`config.mk`:
```
export PLATFORM = sky130hd
export DESIGN_NAME = instr_fetch
export DESIGN_NICKNAME = d
export VERILOG_FILES = /design/src/rtl/instr_fetch_pkg.sv /design/src/rtl/instr_fetch.sv
export SDC_FILE = /design/constraint.sdc
export NUM_CORES = 1
export LEC_CHECK = 0
export ABC_AREA = 1
export CAP_MARGIN = 30
export CORE_ASPECT_RATIO = 0.8
export CORE_UTILIZATION = 40
export DETAILED_ROUTE_END_ITERATION = 8
export DONT_BUFFER_PORTS = 1
export PLACE_DENSITY = 0.63
export SETUP_SLACK_MARGIN = 0.5
export SLEW_MARGIN = 20
export SYNTH_ARGS = -nofsm -noshare
export SYNTH_HDL_FRONTEND = slang
export SYNTH_SLANG_ARGS = --single-unit
```
`constraint.sdc`:
```
create_clock -name iClk -period 2.12 [get_ports iClk]
set_input_delay 0.318 -clock iClk [delete_from_list [all_inputs] [get_ports iClk]]
set_output_delay 0.318 -clock iClk [all_outputs]
set_load 0.02 [all_outputs]
```
`src/rtl/instr_fetch_pkg.sv`:
```
// Shared types and constants for the instruction fetch stage.
package instr_fetch_pkg;

  localparam int RegWidth = 32;

  // Encoding of addi x0,x0,0, placed in the instruction slot of a bubble.
  localparam logic [RegWidth-1:0] NopWord        = 32'h0000_0013;
  localparam logic [RegWidth-1:0] ResetPcDefault = 32'h0000_0000;
  localparam logic [RegWidth-1:0] PcStep         = 32'd4;

  typedef struct packed {
    logic [RegWidth-1:0] pc;
    logic [RegWidth-1:0] pc4;
    logic [RegWidth-1:0] instruction;
    logic                valid;
  } if_id_t;

  typedef enum logic [1:0] {
    IDLE  = 2'd0,
    FETCH = 2'd1,
    HOLD  = 2'd2,
    DROP  = 2'd3
  } fetch_state_t;

  function automatic if_id_t make_bubble(input logic [RegWidth-1:0] nop);
    if_id_t b;
    b.pc          = '0;
    b.pc4         = '0;
    b.instruction = nop;
    b.valid       = 1'b0;
    return b;
  endfunction

endpackage

```
`src/rtl/instr_fetch.sv`:
```
// Instruction fetch stage: owns the PC, talks to instruction memory over a
// req/ack handshake and registers the IF/ID payload consumed by decode.
//
//  state | meaning
//  ------+---------------------------------------------------------------
//  IDLE  | first cycle after reset release, no request issued
//  FETCH | request at addr_q (== pc_q) outstanding
//  HOLD  | word fetched while ID stalled, parked in the one-entry buffer
//  DROP  | redirect arrived before ack; waiting to retire the stale request
module instr_fetch
  import instr_fetch_pkg::*;
#(
  parameter logic [RegWidth-1:0] ResetPc  = ResetPcDefault,
  parameter logic [RegWidth-1:0] NopInstr = NopWord
) (
  input  logic                iClk,
  input  logic                nRst,
  input  logic                iStall,
  input  logic                iFlush,
  input  logic                iBrTrue,
  input  logic [RegWidth-1:0] iBrPc,
  output logic                oImemReq,
  output logic [RegWidth-1:0] oImemAddr,
  input  logic                iImemAck,
  input  logic [RegWidth-1:0] iImemData,
  output if_id_t              oID
);

  fetch_state_t        state_q, state_d;
  logic [RegWidth-1:0] pc_q, pc_d;
  logic [RegWidth-1:0] addr_q, addr_d;
  if_id_t              buf_q, buf_d;
  if_id_t              id_q, id_d;

  if_id_t              bubble;
  if_id_t              fetched;
  if_id_t              item;
  logic                deliver;
  logic                addr_keep;
  logic [RegWidth-1:0] br_target;

  assign bubble    = make_bubble(NopInstr);
  assign br_target = {iBrPc[RegWidth-1:2], 2'b00};

  always_comb begin
    fetched.pc          = pc_q;
    fetched.pc4         = pc_q + PcStep;
    fetched.instruction = iImemData;
    fetched.valid       = 1'b1;
  end

  // Next-state logic: FSM transitions, PC update, buffer and IF/ID payload.
  always_comb begin
    state_d   = state_q;
    pc_d      = pc_q;
    buf_d     = buf_q;
    item      = bubble;
    deliver   = 1'b0;
    addr_keep = 1'b0;

    unique case (state_q)
      IDLE: begin
        state_d = FETCH;
      end

      FETCH: begin
        if (iImemAck) begin
          if (iBrTrue) begin
            // Wrong-path word: discard it and restart at the target.
            pc_d = br_target;
          end else begin
            pc_d = pc_q + PcStep;
            if (iStall) begin
              buf_d   = fetched;
              state_d = HOLD;
            end else begin
              deliver = 1'b1;
              item    = fetched;
            end
          end
        end else if (iBrTrue) begin
          // The request must stay stable until acked, so the old address
          // is kept on the bus while the new target waits in pc_q.
          pc_d      = br_target;
          addr_keep = 1'b1;
          state_d   = DROP;
        end
      end

      HOLD: begin
        if (iBrTrue) begin
          buf_d   = bubble;
          pc_d    = br_target;
          state_d = FETCH;
        end else if (iFlush) begin
          buf_d   = bubble;
          state_d = FETCH;
        end else if (!iStall) begin
          deliver    = 1'b1;
          item       = buf_q;
          item.valid = 1'b1;
          buf_d      = bubble;
          state_d    = FETCH;
        end
      end

      DROP: begin
        if (iBrTrue) begin
          pc_d = br_target;
        end
        if (iImemAck) begin
          state_d = FETCH;
        end else begin
          addr_keep = 1'b1;
        end
      end

      default: begin
        state_d = IDLE;
      end
    endcase

    addr_d = addr_keep ? addr_q : pc_d;

    if (iFlush) begin
      id_d = bubble;
    end else if (iStall) begin
      id_d = id_q;
    end else if (deliver) begin
      id_d = item;
    end else begin
      id_d = bubble;
    end
  end

  // State registers; reset abandons any outstanding request immediately.
  always_ff @(posedge iClk or negedge nRst) begin
    if (!nRst) begin
      state_q <= IDLE;
      pc_q    <= ResetPc;
      addr_q  <= ResetPc;
      buf_q   <= make_bubble(NopInstr);
      id_q    <= make_bubble(NopInstr);
    end else begin
      state_q <= state_d;
      pc_q    <= pc_d;
      addr_q  <= addr_d;
      buf_q   <= buf_d;
      id_q    <= id_d;
    end
  end

  assign oImemReq  = (state_q == FETCH) || (state_q == DROP);
  assign oImemAddr = addr_q;
  assign oID       = id_q;

  // Redirect targets are word addresses; nonzero low bits indicate an ID bug.
  a_br_aligned: assert property (@(posedge iClk) disable iff (!nRst)
                                 iBrTrue |-> (iBrPc[1:0] == 2'b00));

endmodule

```
### After elaboration in Yosys (flattened, before gate mapping)

Index checks and enable logic that the tools add are counted.

| operators by class | value |
|---|---|
| divide/modulo/power cells | 0 |
| bitwise operators | 0 |
| $add $sub $neg | 1 |
| multiplexer cells | 37 |
| eq/ne operators | 12 |
| reduce and logical (&&, ||, !) cells | 6 |
| $lt $le $gt $ge | 0 |
| multipliers | 0 |
| shifts and indexed selects | 0 |

Operators with widths:

| kind | count |
|---|---|
| $mux 97 | 12 |
| $pmux 97 s2 | 2 |
| $mux 32 | 3 |
| $pmux 32 s2 | 1 |
| $add 32x3->32 const B | 1 |
| $mux 2 | 8 |
| $reduce_and 5->1 | 2 |
| $ne 3x3->1 const B | 3 |
| $mux 1 | 8 |
| $ne 2x2->1 const B | 4 |
| $pmux 2 s4 | 1 |
| $eq 2x2->1 const B | 2 |
| $ne 4x4->1 const B | 1 |
| $pmux 1 s2 | 2 |
| $eq 2x1->1 const B | 1 |
| $logic_not 2->1 | 1 |
| $ne 2x1->1 const B | 1 |
| $reduce_bool 2->1 | 1 |
| $reduce_or 2->1 | 1 |
| $logic_or 1x1->1 | 1 |

| word-level totals | value |
|---|---|
| memory bits (writable) | 0 |
| logic and storage cells | 66 |
| ROM bits | 0 |
| memories | 0 |
| input bits | 70 |
| register bits | 259 |
| latch bits | 0 |
| output and inout bits | 130 |

### Longest topological paths before layout

| depth | value |
|---|---|
| depth in word-level cells | 7 |
| depth in mapped cells | 13 |
| gate-level depth less buffers | 13 |

### Worst setup path before layout

No wires, ideal clock.

| timing | value |
|---|---|
| kind | register -> register |
| start point | register state_q[1] |
| end point | register id_q, in the netlist oID[86] |
| period minus slack after synthesis | 1.750 ns |
| required time | 1.999 ns |
| path buffers | 2 |
| setup time | 0.121 ns |
| arrival | 1.629 ns |
| cell stages (with the launch flop) | 10 |
| setup slack | 0.370 ns |
| path through | dfrtp_1 -> inv_1 -> ha_1 -> nand2_2 -> nor2_2 -> inv_2 -> buf_2 -> clkbuf_1 -> o22ai_1 -> a22o_1 |

| on the way | value |
|---|---|
| cells in the longest elaborated chain, start to end | 5 |
| elaborated cells between the ends (all ways) | 7 |
| classes of those cells | eq/ne (2); mux (5) |

RTL lines:

| element | RTL line | source |
|---|---|---|
| start, declared | instr_fetch.sv:29 | `fetch_state_t state_q, state_d;` |
| start signal, assigned | instr_fetch.sv:145 | `state_q <= state_d;` |
| $eq 2x2->1 or $eq 2x1->1 (tied branches) | instr_fetch.sv:61 | `unique case (state_q)` |
| $pmux 97 s2 or $pmux 1 s2 (tied branches) | instr_fetch.sv:61 |  |
| $mux 97 * | instr_fetch.sv:129 | `end else if (deliver) begin` |
| $mux 97 * | instr_fetch.sv:127 | `end else if (iStall) begin` |
| $mux 97 * | instr_fetch.sv:125 | `if (iFlush) begin` |
| end signal, assigned | instr_fetch.sv:143 | `id_q <= make_bubble(NopInstr);` |
| end signal, assigned | instr_fetch.sv:149 | `id_q <= id_d;` |
| end, declared | instr_fetch.sv:33 | `if_id_t id_q, id_d;` |

Every way passes the cells marked *; elsewhere a longest branch is shown, timed or not. The select of a mux whose other input is x is not followed.
A chain may end at the register's enable or synchronous reset.

### Worst setup path after layout

| timing | value |
|---|---|
| start point | register state_q[0] |
| end point | register id_q, in the netlist oID[43] |

The elaborated chain is that of the path after synthesis.

==> out/metrics.cfg <==
[placed_design]
gp_congestion=0.894
place_inst=1773
dp_hpwl_mm=25.7
portBuffers=0

[timing]
grt_setup_unrepaired=yes
timing.fmax_mhz=508
slew_headroom_pct=66.2
hold_viol_final=255
setup-violations-final=0
setup_tns_ns=0
whs_ns=-0.552
final.setup_skew_ns=0.0231
tightest_slew_ns=0.506
drv_slew=0
period_minus_slack_ns=1.97
fin_crit_sh_pct=92.9

[synthesis]
synth_fp_nets=1475
ys_ff_latch=255
syn_area_per_cell_um2=8.99
yosys_warnings=0
async_flop_share_pct=100
seq_area_frac_synth_pct=50.8
synthCells=1400
synthDistinctLibCells=45
synth_edf_count=0
synth_flop_cell=dfrtp_1
synthesis.area_um2=12600

[clock_network]
clock-sinks=255
insertion_delay_ns=0.57
tritoncts=yes
cts_max_level=1
numCtsBuffers=27
clkTransAtPathRegs_ns=0.07
cts_buffer_depth=3
clock-root-buffer=clkbuf_16
holdBufCountCts=37

[floorplan]
rows=57
dieWidth_um=200
fp.dieH_um=161
coreArea_um2=30700
die_area_um2=32200
io_pins=200
initial_core_util_pct=41.0

[status]
violations=hold timing
outcome=finished, violations left

[critical_path]
required_ns=2.62
crit_path_top_delay_cell=dfrtp_2
crit_type=reg2reg
timing.rr.end=oID[43]
crit_chain=inv_2 > ha_4 > inv_6 > o21ai_1 > nand4_1 > nor2_4 > buf_4 > clkbuf_16 > a22o_1
ff2ff_path_depth=9
r2r_slack_ns=0.15
cp-start-kind=flip-flop
cp.arrival_ns=2.47
r2r-start=state_q[0]
slowest_delay_ns=0.45
crit_path_end_kind=flip-flop
cp_max_fo=10

[layout]
instances_no_fill=1940
final_cell_mix=302 x nand2_1, 238 x dfrtp_1, 172 x inv_1
layout_commonest_cell=nand2_1
area_growth_pct=28.8
nets=1580
drive_above_1_share_pct=28.4

[routing]
vias_per_cell=5.45
drtIter0Drc=792
dr.pass1.iters=5
routedWlPerCell_um=21.6
routed_wl_mm=41.9
drc=0
drtAntennaViolNets=0
num_vias=10600

[global_route]
grt_overflow=0
grt_util_all_layers_pct=23.8
first_global_vias=10100
antenna_found_initial=1
grt_pass1_wl_mm=59.5
grt_max_degree=256

[hold_path]
hold_class=in2async

[pwr]
p_leak_uw=0.00748
p_per_area_nw_per_um2=1380
ir_drop_uv=697

[job]
maxCapViolations=0

## flip-flops by register name (all words and copies together) (netlist names)
| signal | cells |
|---|---|
| oID | 95 |
| buf_q | 94 |
| oImemAddr | 32 |
| pc_q | 32 |
| state_q | 2 |
## kinds of logic (layout without fill, tap and decap cells)
family / Yosys count / count (layout) / share of synthesized area [%]
compound gates: 349 / 349 / 22.0
flops: 255 / 255 / 50.8
fa+ha+maj: 5 / 5 / 0.497
other cells: 0 / 1 / 0
buf+inv: 274 / 400 / 9.52
xor+xnor: 7 / 7 / 0.547
simple gates: 510 / 510 / 16.6
## worst max path at each step
| stage | slack (ns) | cells after the start | end | startpoint |
|---|---|---|---|---|
| 6_report | 0.15 | 9 | oID[43] | state_q[0] |
| 5_1_grt | 0.02 | 9 | oID[43] | state_q[0] |
| 4_1_cts | 0.23 | 6 | oImemReq | state_q[1] |
| 3_5_place_dp | 0.09 | 12 | oImemAddr[14] | state_q[0] |
| 3_3_place_gp | 0.16 | 11 | oImemAddr[20] | state_q[0] |
| 2_1_floorplan | 0.44 | 11 | buf_q[83] | state_q[0] |
## synthesized netlist by cell type, types with 6 or more instances
library cell / count / share of area, %
buf_6: 10 / 0.90
a21oi_1: 20 / 0.80
buf_4: 15 / 0.90
dfrtp_1: 249 / 50
nand3_1: 51 / 2.0
o21ai_1: 11 / 0.44
buf_2: 26 / 1.0
o22ai_1: 76 / 3.8
clkbuf_1: 32 / 0.95
nand2_1: 352 / 11
o21ai_0: 63 / 2.5
xor2_1: 6 / 0.42
a22o_1: 71 / 4.9
nor2_1: 76 / 2.3
nor2_2: 8 / 0.40
inv_1: 182 / 5.4
a31oi_1: 6 / 0.30
o22ai_2: 78 / 7.8
dfstp_2: 6 / 1.3
## metal layers
metal  vias up  share of wire, %  track usage (%)
met5         -             0.031                0
met4         2               2.4             6.07
met3        76               8.2             6.90
met2       398                43             35.1
met1      5223                46             34.3
li1       4870                 -                -
## final cells by class
type | instances | area (um2)
Tap cell | 413 | 517
Sequential cell | 255 | 6400
Fill cell | 2723 | 14500
Timing Repair inverter | 2 | 20.0
Clock buffer | 36 | 729
Clock inverter | 14 | 120
Timing Repair Buffer | 158 | 1940
Antenna cell | 1 | 2.50
Multi-Input combinational cell | 871 | 5710
Inverter | 190 | 763
## stage by stage
stage	area [um2]	hold slack (ns)	total power (uW)	worst slack, ns	util (%)
6_report	16200	-0.552	22300	0.151	52.8
5_1_grt	16200	-0.564	23500	0.0203	52.8
4_1_cts	14800	-0.573	20400	0.233	48.4
3_5_place_dp	13200	0.0270	14800	0.0872	43.0
3_3_place_gp	13200	0.0271	14700	0.159	43.0
2_1_floorplan	12700	0.0224	12700	0.435	-
## worst max-delay path: cells and delay by family, from the launching register on
kind | cells | cell delay [ns]
buffers and inverters | 4 | 0.55
AND/OR/NAND/NOR | 2 | 0.46
flip-flops | 1 | 0.45
AO/OA/AOI/OAI | 2 | 0.25
adder cells (fa/ha/maj) | 1 | 0.18
## what timing repair did
item                       in CTS  in global routing
gates cloned                    2                 15
resized for setup              80                181
pin swaps                      20                 53
hold endpoints to repair      295                255
setup endpoints to repair     255                256
buffers inserted               17                 45
## where the power goes
part | internal [uW] | total [uW] | leakage [uW] | switching [uW]
registers | 6240 | 7350 | 0.00334 | 1110
logic | 4350 | 10300 | 0.00373 | 5920
clock network | 2560 | 4680 | 0.000407 | 2120
total | 13100 | 22300 | 0.00748 | 9140
Power figures use the tool's default switching activity.
